### config.mk
export PLATFORM = sky130hd
export DESIGN_NAME = vm_credit_ctrl
export DESIGN_NICKNAME = d
export VERILOG_FILES = /design/src/rtl/vm_pkg.sv /design/src/rtl/vm_price_lookup.sv /design/src/rtl/vm_credit_ctrl.sv
export SDC_FILE = /design/constraint.sdc
export NUM_CORES = 1
export LEC_CHECK = 0
export CORE_UTILIZATION = 50
export CTS_BUF_LIST = sky130_fd_sc_hd__clkbuf_8
export CTS_CLUSTER_SIZE = 10
export DETAILED_ROUTE_END_ITERATION = 10
export PLACE_DENSITY = 0.82
export SLEW_MARGIN = 20
export SYNTH_ARGS = -nofsm -noshare
export SYNTH_HDL_FRONTEND = slang
export SYNTH_HIERARCHICAL = 1
export SYNTH_SLANG_ARGS = --single-unit
### constraint.sdc
create_clock -name clk -period 7.7 [get_ports clk]
set_clock_uncertainty 0.2 [all_clocks]
set_input_delay 1.54 -clock clk [delete_from_list [all_inputs] [get_ports clk]]
set_output_delay 1.54 -clock clk [all_outputs]
set_load 0.1 [all_outputs]
### src/rtl/vm_pkg.sv
// Shared types, coin values and the price table for the vending-machine front end.
package vm_pkg;

    localparam int unsigned CREDIT_W    = 8;
    localparam int unsigned ITEM_W      = 8;
    localparam int unsigned PRICE_ITEMS = 8;

    localparam logic [ITEM_W-1:0] VM_REFUND_ITEM = 8'h00;

    typedef enum logic [1:0] {
        COIN_5C   = 2'd0,
        COIN_10C  = 2'd1,
        COIN_25C  = 2'd2,
        COIN_100C = 2'd3
    } coin_e;

    typedef enum logic [1:0] {
        ST_IDLE    = 2'd0,
        ST_COLLECT = 2'd1,
        ST_VEND    = 2'd2,
        ST_REFUND  = 2'd3
    } state_e;

    // Record handed to the downstream packer: item -> input_1, change -> input_2.
    typedef struct packed {
        logic [ITEM_W-1:0]   item;
        logic [CREDIT_W-1:0] change;
    } vend_rec_t;

    // Price in cents of items 1..8.
    localparam logic [CREDIT_W-1:0] PRICE [1:PRICE_ITEMS] = '{
        8'd50, 8'd65, 8'd75, 8'd100, 8'd125, 8'd150, 8'd35, 8'd200
    };

    // Face value of a coin in cents.
    function automatic logic [CREDIT_W-1:0] coin_value(input coin_e c);
        case (c)
            COIN_5C:  return 8'd5;
            COIN_10C: return 8'd10;
            COIN_25C: return 8'd25;
            default:  return 8'd100;
        endcase
    endfunction

endpackage

### src/rtl/vm_price_lookup.sv
// Combinational item-code -> price lookup with a legality flag (codes 1..NUM_ITEMS).
module vm_price_lookup
    import vm_pkg::*;
#(
    parameter int unsigned NUM_ITEMS = 8
) (
    input  logic [7:0] item,
    output logic [7:0] price,
    output logic       item_legal
);

    // Scan the table; codes outside 1..NUM_ITEMS or beyond the table stay illegal.
    always_comb begin
        price      = '0;
        item_legal = 1'b0;
        for (int unsigned i = 1; i <= PRICE_ITEMS; i++) begin
            if (i <= NUM_ITEMS && item == ITEM_W'(i)) begin
                price      = PRICE[i];
                item_legal = 1'b1;
            end
        end
    end

endmodule

### src/rtl/vm_credit_ctrl.sv
// Coin/credit controller: accumulates credit, validates selections and issues one
// vend or refund record per purchase over a valid/ready handshake.
module vm_credit_ctrl
    import vm_pkg::*;
#(
    parameter int unsigned MAX_CREDIT = 250,
    parameter int unsigned NUM_ITEMS  = 8
) (
    input  logic       clk,
    input  logic       rst,
    input  logic       coin_valid,
    input  logic [1:0] coin_type,
    output logic       coin_accept,
    output logic       coin_reject,
    input  logic       sel_valid,
    input  logic [7:0] sel_item,
    output logic       sel_reject,
    input  logic       cancel,
    output logic [7:0] credit,
    output logic       vend_valid,
    input  logic       vend_ready,
    output logic [7:0] vend_item,
    output logic [7:0] vend_change
);

    state_e              state_q, state_d;
    logic [CREDIT_W-1:0] credit_q, credit_d;
    vend_rec_t           vend_q, vend_d;
    logic                vend_valid_q, vend_valid_d;
    logic                coin_accept_q, coin_accept_d;
    logic                coin_reject_q, coin_reject_d;
    logic                sel_reject_q, sel_reject_d;

    logic [CREDIT_W-1:0] price;
    logic                item_legal;
    logic [CREDIT_W:0]   coin_sum;
    logic                coin_fits;

    vm_price_lookup #(
        .NUM_ITEMS (NUM_ITEMS)
    ) u_price (
        .item       (sel_item),
        .price      (price),
        .item_legal (item_legal)
    );

    // Next-state, credit and output-register logic; cancel > coin > select.
    always_comb begin
        state_d       = state_q;
        credit_d      = credit_q;
        vend_d        = vend_q;
        vend_valid_d  = vend_valid_q;
        coin_accept_d = 1'b0;
        coin_reject_d = 1'b0;
        sel_reject_d  = 1'b0;

        // One extra bit so an overflowing sum never wraps below the ceiling.
        coin_sum  = {1'b0, credit_q} + {1'b0, coin_value(coin_e'(coin_type))};
        coin_fits = (coin_sum <= (CREDIT_W+1)'(MAX_CREDIT));

        case (state_q)
            ST_IDLE, ST_COLLECT: begin
                if (cancel && credit_q != '0) begin
                    coin_reject_d = coin_valid;
                    vend_d.item   = VM_REFUND_ITEM;
                    vend_d.change = credit_q;
                    vend_valid_d  = 1'b1;
                    credit_d      = '0;
                    state_d       = ST_REFUND;
                end else if (coin_valid) begin
                    if (coin_fits) begin
                        coin_accept_d = 1'b1;
                        credit_d      = coin_sum[CREDIT_W-1:0];
                        state_d       = ST_COLLECT;
                    end else begin
                        coin_reject_d = 1'b1;
                    end
                    sel_reject_d = sel_valid;
                end else if (sel_valid) begin
                    if (item_legal && credit_q >= price) begin
                        vend_d.item   = sel_item;
                        vend_d.change = credit_q - price;
                        vend_valid_d  = 1'b1;
                        credit_d      = '0;
                        state_d       = ST_VEND;
                    end else begin
                        sel_reject_d = 1'b1;
                    end
                end
            end
            ST_VEND, ST_REFUND: begin
                coin_reject_d = coin_valid;
                if (vend_ready) begin
                    vend_valid_d = 1'b0;
                    state_d      = ST_IDLE;
                end
            end
            default: begin
                state_d = ST_IDLE;
            end
        endcase
    end

    // State and output registers with synchronous reset.
    always_ff @(posedge clk) begin
        if (rst) begin
            state_q       <= ST_IDLE;
            credit_q      <= '0;
            vend_q        <= '0;
            vend_valid_q  <= 1'b0;
            coin_accept_q <= 1'b0;
            coin_reject_q <= 1'b0;
            sel_reject_q  <= 1'b0;
        end else begin
            state_q       <= state_d;
            credit_q      <= credit_d;
            vend_q        <= vend_d;
            vend_valid_q  <= vend_valid_d;
            coin_accept_q <= coin_accept_d;
            coin_reject_q <= coin_reject_d;
            sel_reject_q  <= sel_reject_d;
        end
    end

    assign credit      = credit_q;
    assign vend_valid  = vend_valid_q;
    assign vend_item   = vend_q.item;
    assign vend_change = vend_q.change;
    assign coin_accept = coin_accept_q;
    assign coin_reject = coin_reject_q;
    assign sel_reject  = sel_reject_q;

endmodule
### After elaboration in Yosys (flattened, before gate mapping)

Cells that the tools add are included.

* register bits after elaboration: 30
* logic and storage cells: 100

* add/subtract/negate cells: 2
* $lt $le $gt $ge: 2
* equal/unequal tests: 22
* muxes and demuxes: 47
* bitwise gates (word level): 2
* reduce and logical (&&, ||, !) cells: 17

Operator list (number)
* two-way mux 8 bit: 12
* two-way mux 16 bit: 4
* equality test 8 x 3 -> 1 bit, second input constant: 4
* case mux 7 bit (3 select lines): 1
* two-way mux 1 bit: 20
* equality test 8 x 2 -> 1 bit, second input constant: 2
* AND reduction 4 bit: 4
* two-way mux 2 bit: 6
* inequality test 4 bit, second input constant: 3
* adder 8 x 8 -> 9 bit: 1
* <= comparator 9 x 8 -> 1 bit, second input constant: 1
* inequality test 3 bit, second input constant: 3
* equality test 8 x 1 -> 1 bit, second input constant: 1
* equality test 8 x 4 -> 1 bit, second input constant: 1
* >= comparator 8 bit: 1
* nonzero test 8 bit: 1
* subtractor 8 bit: 1
* equality test 2 bit, second input constant: 3
* two-way mux 6 bit: 1
* nonzero test 3 bit: 2
* equality test 2 x 1 -> 1 bit, second input constant: 2
* logical NOT 2 bit: 2
* case mux 1 bit (2 select lines): 2
* case mux 2 bit (2 select lines): 1
* 9 further kinds: 13

### Depth between registers and ports, before layout

Gate-level depths: netlist of the first run.

* depth after elaboration: 16
* depth in mapped cells: 13

### By module

The synthesis of the first run kept the hierarchy.

By module, submodules not included
* vm_credit_ctrl: times used 1, cells an instance 259, area each 2058.2 um^2, seq. area each 580.6 um^2
* vm_price_lookup: times used 1, cells an instance 27, area each 165.2 um^2, seq. area each 0.0 um^2

### Worst setup path after synthesis of the first run

No wires, ideal clock.

* path type: in2reg
* start point: in sel_item[5]
* end point: reg credit_q[2], in the netlist credit[2]
* arrival: 4.414 ns
* setup slack: 2.970 ns
* stages on the path: 13
* cell sequence: or4_4 or2_4 a21oi_1 ha_1 fa_1 nand2b_1 a21oi_1 o311ai_1 nand2_2 o41ai_4 buf_6 nor2_1 a31o_1

* elaborated cells between the ends (all ways): 28
* classes of those cells: order compare: 1; eq/ne: 8; mux: 16; reduce/logical: 3

RTL lines
* from (decl): RTL line vm_credit_ctrl.sv:16 `input logic [7:0] sel_item,`
* equality test 8 x 2 -> 1 bit: RTL line vm_price_lookup.sv:17 `if (i <= NUM_ITEMS && item == ITEM_W'(i)) begin`
* two-way mux 8 bit (6 in series): RTL line vm_price_lookup.sv:17
* two-way mux 8 bit (*): RTL line vm_price_lookup.sv:17
* named net price[0]: RTL line vm_credit_ctrl.sv:34 `logic [CREDIT_W-1:0] price;`
* >= comparator 8 bit (*): RTL line vm_credit_ctrl.sv:80 `if (item_legal && credit_q >= price) begin`
* logical AND 1 bit (*): RTL line vm_credit_ctrl.sv:80
* nonzero test 3 bit (no source line) (*)
* AND reduction 4 bit (no source line) (*)
* to (signal assigned): RTL line vm_credit_ctrl.sv:116 `credit_q <= credit_d;`
* to (decl): RTL line vm_credit_ctrl.sv:27 `logic [CREDIT_W-1:0] credit_q, credit_d;`

The timed path passes the listed nets; every way through them passes the cells marked *.
A chain may end at the register's enable or synchronous reset.

### Worst setup path in the final report of the first run

* start point: in sel_item[5]
* end point: reg credit_q[4], in the netlist credit[4]

Same word-level chain as after synthesis.

==> impl_results.md, run 1 <==
- Outcome: finished, final reports clean
- Final Core Density: roughly 66%
- Post-Synth XOR/XNOR Area: under 10%
- Minimum clock period: 5600 ps
- CTS Hold Bufs: 0
- M1 WL: between 2000 and 3000 um
- CP cell instances: clkdlybuf4s50_1 > or4_4 > or2_4 > a21oi_1 > ha_1 > fa_1 > nand2b_1 > a21oi_1 > o311ai_1 > nand2_2 > o41ai_4 > nor4b_1 > a31o_1
- Worst r2r path cells: 7
- Clock Latency Late Sink: ~290 ps
- TritonRoute pass-1 iters: 4
- Avg WL per Cell: 14.5 um
- Fraction of registers with async set/reset: 0%
- Placed cell area: approximately 0.0026 sq mm
- CTS tree: yes
- Die Y-Extent: 68.7 um
- Area fraction in compound gates after synthesis: a little over a quarter
- Initial Utilization: between 50% and 60%
- Syn-to-layout area delta: 23.3%
- Relative slew margins: between 30% and 40%
- Routed via count: 2162
- Crit share post-route: 72.7%
- Hold endpoint: vend_item[2]
- Power density over cell area: 244 mW/mm^2
- Worst vdd ir: 158 uV
- Crit path DAT: 5580 ps
- Final TNS setup: 0 ps
- PostCTS Resize Cnt: 0
- Non-Filler Instances: 371
- Critical Path Source Type: input pin
- First-pass GRT wire length: ~8700 um
- DP Cell Count: 363
- Post-DRT Antenna Nets: 0
- Final setup viols: 0
- Largest family of logic cells by synthesized area: compound AO/OA/AOI/OAI gates
- Wire length on met2: 2300 um
- Synth area leader: dfxtp_1
- CTS Buf Count: 5
- I/O pin count: 44
- Hold WC Path Type: register to register
- Slew @ Worst Pin: ~980 ps
- Hpwl dp: 4000 um
- Fin nets: 355
- Slowest cell on crit path: o41ai_4
- Max Cap Violations: 0
- Number of global-route vias before repair: 1895
- Top Metal Used: met4
- Slew Limit Fails: 0
- RePlAce Congestion: between 0.9 and 1
- Met3 WL: 292 um
- Total gr overflow: 0
- Postcts setup bufs: 0
- Pin count of the biggest net entering global routing: 22
- Die X: 68.7 um
- Synth cell types: 61
- Finished layout cell area: 0.00274 sq mm
- Mapped Cells: 286
- H-Tree Depth: 2
- CP max FO: 20
- Mux cell area share after synthesis: 0.506%
- Number of synthesized flops with an enable pin: 0
- Vias per cell: 5.83
- Total track usage: 24.6%
- RR Startpoint: credit[7]
- Adder-cell share of the synthesized area: about 11%
- Syn. warnings: 6
- Ys flop type: dfxtp_1
- Drt drc: 0
- Design Power: 670 uW
- Clk pin slew, worst setup/hold paths: 60 ps
- Synth Area in Simple Gates: 25.1%
- Core area: 0.00414 sq mm
- Initial antenna violation count: 0
- Post-synth net total: 321
- Bufs and invs on worst path: 1
- CTS max path bufs: 2
- Hold_sp: vend_item[2]
- Reg2reg setup slack: 3930 ps
- Share of the synthesized area in the top cell type: a little over a quarter
- Crit path kind: input pin to register
- Final hold vios: 0
- Top area cells in the synthesized netlist: dfxtp_1 26%, ha_1 9.6%, a21oi_1 5.9%, nand2_1 5.4%, nor2_1 3.9%
- Clock tree sinks: 29
- PortBufs: 43
- Syn Std Cell Area: between 0.002 and 0.0025 sq mm
- Hold Crit Depth: 2
- Mean post-synth cell area: about 7.8 sq um
- Die area: 0.00472 sq mm
- Highest clock rate: 0.179 GHz
- P_leak: 1.06 nW
- Row cnt: 23
- Sequential fraction of the synthesis area: 26.1%
- Unrepaired setup endpoints after global routing: no
- WP data required: between 7000 and 8000 ps
- Initial DRC count: 75
- Yosys reg bits: 29
- CP most frequent cell: a21oi_1
- Worst r2r dst: credit[4]
- Worst setup EP type: register
- Final wirelength: between 5000 and 6000 um
- Layout cells sized above 1: 6.85%
- Root buf cell: clkbuf_8
- CP top delay family: compound AO/OA/AOI/OAI gates
- Antenna diodes: 0
- Slowest stage delay, CP: ~870 ps
-- metal layers --
layer | track usage, % | vias to the layer above
met5 | 0 | -
met4 | 10.2 | 0
met3 | 4.77 | 9
met2 | 36.8 | 54
met1 | 34.2 | 991
li1 | - | 1108
-- sequential cells by signal, indices dropped and copies added (netlist names) --
register	flops
coin_reject	1
vend_change	8
state_q	1
credit	8
sel_reject	1
coin_accept	1
vend_item	8
vend_valid	1
-- layout make-up --
cell class | instances | area [sq um]
Clock inverter | 1 | 5.00
Inverter | 21 | 78.8
Multi-Input combinational cell | 220 | 1490
Tap cell | 50 | 62.6
Fill cell | 378 | 1400
Sequential cell | 29 | 581
Timing Repair Buffer | 43 | 430
Clock buffer | 7 | 96.3
-- worst max path at each step --
| stage | start | endpoint | slack (ps) | cells past startpoint |
|---|---|---|---|---|
| 2_1_floorplan | sel_item[5] | credit[2] | 2970 | 13 |
| 3_3_place_gp | sel_item[5] | credit[4] | 1930 | 13 |
| 3_5_place_dp | sel_item[5] | credit[1] | 1800 | 13 |
| 4_1_cts | sel_item[5] | credit[1] | 2110 | 13 |
| 5_1_grt | sel_item[5] | credit[4] | 1770 | 13 |
| 6_report | sel_item[5] | credit[4] | 2100 | 13 |
-- worst register-to-register path, cell delays in order (launching register included) --
cell and delay [ps]:
dfxtp_1 430, or4_1 590, o21ai_2 690, o32a_2 330
nand2_2 240, o41ai_4 870, nor4b_1 110, a31o_1 220
-- cell usage after synthesis, drive strengths merged (3+ instances only) --
cell type / count
nor2b: 4
nand2b: 6
a311oi: 3
or4: 4
nor3: 7
dfxtp: 29
ha: 17
a21oi: 26
and2: 4
nand3: 14
a221oi: 4
o211ai: 3
or2: 3
inv: 21
o21a: 5
buf: 4
nor2: 23
a211oi: 4
clkbuf: 12
a31o: 7
o21ai: 10
nand2: 33
xnor2: 4
xor2: 3
-- cell usage in the layout, fill, tap and decap left out, types with 3 or more instances in the layout --
cell type | synthesis | layout
a31o_1 | 7 | 7
nor2_1 | 23 | 23
o21a_1 | 5 | 5
a311oi_1 | 3 | 3
xor2_1 | 3 | 3
inv_1 | 21 | 21
or4_1 | 3 | 3
ha_1 | 17 | 17
nand2_1 | 32 | 32
nor2b_1 | 4 | 4
a21oi_1 | 26 | 26
a221oi_1 | 4 | 4
xnor2_1 | 4 | 4
o21ai_0 | 8 | 8
and2_1 | 4 | 4
dfxtp_1 | 29 | 29
clkbuf_8 | 0 | 7
clkdlybuf4s50_1 | 0 | 43
o211ai_1 | 3 | 3
nand2b_1 | 6 | 6
nand3_1 | 14 | 14
nor3_1 | 7 | 7
-- per-stage QoR --
stage	hold slack (ps)	worst slack (ps)
final	247	2100
after global placement	239	1930
after global routing	278	1770
after floorplan	437	2970
after CTS	250	2110
after detailed placement	243	1800
-- power by group --
group          switching [mW]  internal, mW
clock network          0.0592        0.0806
registers              0.0164         0.170
logic                   0.243         0.100
-- cells by family (layout without fill, tap and decap cells) --
family	after synthesis	count (layout)
buffers and inverters	37	72
adder cells (fa/ha/maj)	19	19
flip-flops	29	29
XOR/XNOR	7	7
AND/OR/NAND/NOR	111	111
multiplexers	1	1
AO/OA/AOI/OAI	82	82
(Power assumes the default switching activity.)
==> run 2: changes to the inputs <==
- CORE_UTILIZATION: 50 -> 48
- clock period: 7.7 -> 5 ns (I/O delays scaled with it)
==> impl_results.md, run 2 (synthesized netlist as in run 1, its figures left out) <==
- Final Hold Slack: 248 ps (+0.798 ps)
- Total track usage: 23.2% (-1.4 points)
- Critical Path Source Type: input pin
- TritonRoute pass-1 iters: 4 (unchanged)
- Clk pin slew, worst setup/hold paths: 60 ps (about the same)
- Clock Latency Late Sink: 280 ps (about the same)
- Outcome: finished, final reports clean
- Postcts setup bufs: 0 (unchanged)
- Worst vdd ir: 155 uV (-1.9%)
- CTS tree: yes
- Crit share post-route: approximately nine tenths
- Highest clock rate: 0.221 GHz
- Final Core Density: 62.3% (-3.8 points)
- CTS max path bufs: 2 (unchanged)
- Final TNS setup: 0 ps (unchanged)
- Row cnt: 24 (+4.3%)
- Worst setup EP type: register
- Die area: 0.00491 sq mm (+4.0%)
- CTS Hold Bufs: 0 (unchanged)
- CP max FO: 16 (-20%)
- Initial DRC count: 115 (+53%)
- Layout cells sized above 1: 7.12% (+0.27 points)
- RR Startpoint: credit[7]
- Final hold vios: 0 (unchanged)
- P_leak: 1.07 nW (+0.82%)
- Vias per cell: 5.81 (-0.24%)
- WP depth: 14 (+1)
- Slowest cell on crit path: or4_4
- PostCTS Resize Cnt: 0 (unchanged)
- Syn-to-layout area delta: 23.7%
- Most frequent cells in the layout: 43 x clkdlybuf4s50_1, 32 x nand2_1, 29 x dfxtp_1
- First-pass GRT wire length: 9270 um (+7.1%)
- Most common cell after layout, fill and taps aside: clkdlybuf4s50_1
- Fin nets: 358 (+0.85%)
- Slew Limit Fails: 0 (unchanged)
- Reg2reg setup slack: 1720 ps (-2210 ps)
- Number of global-route vias before repair: 2032 (+7.2%)
- CTS Buf Count: 5 (unchanged)
- Slew @ Worst Pin: 972 ps (-6.21 ps)
- Routed via count: 2180 (+0.83%)
- Avg WL per Cell: 14.2 um (-2.1%)
- Crit path kind: input pin to register
- Pin count of the biggest net entering global routing: 22 (unchanged)
- Core area: 0.00441 sq mm (+6.5%)
- Worst r2r dst: credit[3]
- Placed cell area: 0.00267 sq mm (+0.95%)
- Crit path DAT: 4490 ps (-1090 ps)
- Minimum clock period: 4520 ps
- H-Tree Depth: 2 (unchanged)
- CP Capture Point: credit[3]
- Die X: 70.1 um (+2.0%)
- Non-Filler Instances: 375 (+1.1%)
- Post-DRT Antenna Nets: 0 (unchanged)
- CP most frequent cell: a21oi_1
- Finished layout cell area: 0.00275 sq mm (+0.37%)
- Bufs and invs on worst path: 2 (+1)
- CP top delay family: simple AND/OR/NAND/NOR gates
- WP data required: 4970 ps (-2710 ps)
- Drt drc: 0 (unchanged)
- Relative slew margins: 35.0% (+0.42 points)
- Max Cap Violations: 0 (unchanged)
- Slowest stage delay, CP: 590 ps (-280 ps)
- RePlAce Congestion: 0.931 (+2.5%)
- Hold WC Path Type: register to register
- CP cell instances: clkdlybuf4s50_1 > or4_4 > or2_4 > a21oi_1 > ha_1 > fa_1 > nand2b_1 > a21oi_1 > o311ai_1 > nand2_2 > o41ai_4 > buf_4 > nor4b_1 > a31o_1
- Final wirelength: 5340 um (-1.0%)
- DP Cell Count: 368 (+1.4%)
- Final setup viols: 0 (unchanged)
- Antenna diodes: 0 (unchanged)
- Initial antenna violation count: 0 (unchanged)
- Worst r2r path cells: 8 (+1)
- Unrepaired setup endpoints after global routing: no
- Clock tree sinks: 29 (unchanged)
- Crit. Startpoint: sel_item[5]
- Die Y-Extent: 70.1 um (+2.0%)
- PortBufs: 43 (unchanged)
- I/O pin count: 44 (unchanged)
- Root buf cell: clkbuf_8
- Total gr overflow: 0 (unchanged)
- Power density over cell area: 369 mW/mm^2 (+51%)
- Hpwl dp: 3990 um (-0.23%)
- Initial Utilization: 50.4% (-3.3 points)
run 2: stage by stage:
stage	total power [mW]	setup WS, ps
detailed placement	0.826	194
global placement	0.819	328
floorplan	0.709	810
global route	1.07	232
finish	1.02	480
CTS	1.02	466
run 2: final cells by class:
class / instances / area, sq um
multi-input cells: 220 / 1490
fillers: 420 / 1660
well taps: 52 / 65.1
inverters: 21 / 78.8
clock inverters: 1 / 3.75
repair buffers: 46 / 453
clock buffers: 6 / 82.6
flip-flops and latches: 29 / 581
run 2: report_power, final:
group,total [mW],internal [mW],switching (mW)
Sequential,0.287,0.262,0.0245
Combinational,0.536,0.161,0.374
Clock,0.193,0.107,0.0857
Total,1.02,0.530,0.485
run 2: how the worst min path moves through the flow:
stage	start	to	slack, ps	cells after the start
after CTS	vend_item[5]	vend_item[5]	250	2
after detailed placement	vend_item[5]	vend_item[5]	240	2
after global routing	vend_valid	vend_valid	270	2
after global placement	vend_item[2]	vend_item[2]	240	2
final	vend_item[5]	vend_item[5]	250	2
after floorplan	state_q[1]	state_q[1]	440	2
run 2: worst min-delay path, cell delays in order (launching register included):
cell and delay, ps:
dfxtp_1 300, nand2_1 50, a21oi_1 50
run 2: per-layer routing:
layer  track usage [%]  up-vias  wire [um]
li1                  -     1104          -
met1              28.4      997       2330
met2              40.1       69       2640
met3              5.48       10        287
met4              7.33        0         74
met5                 0        -          0
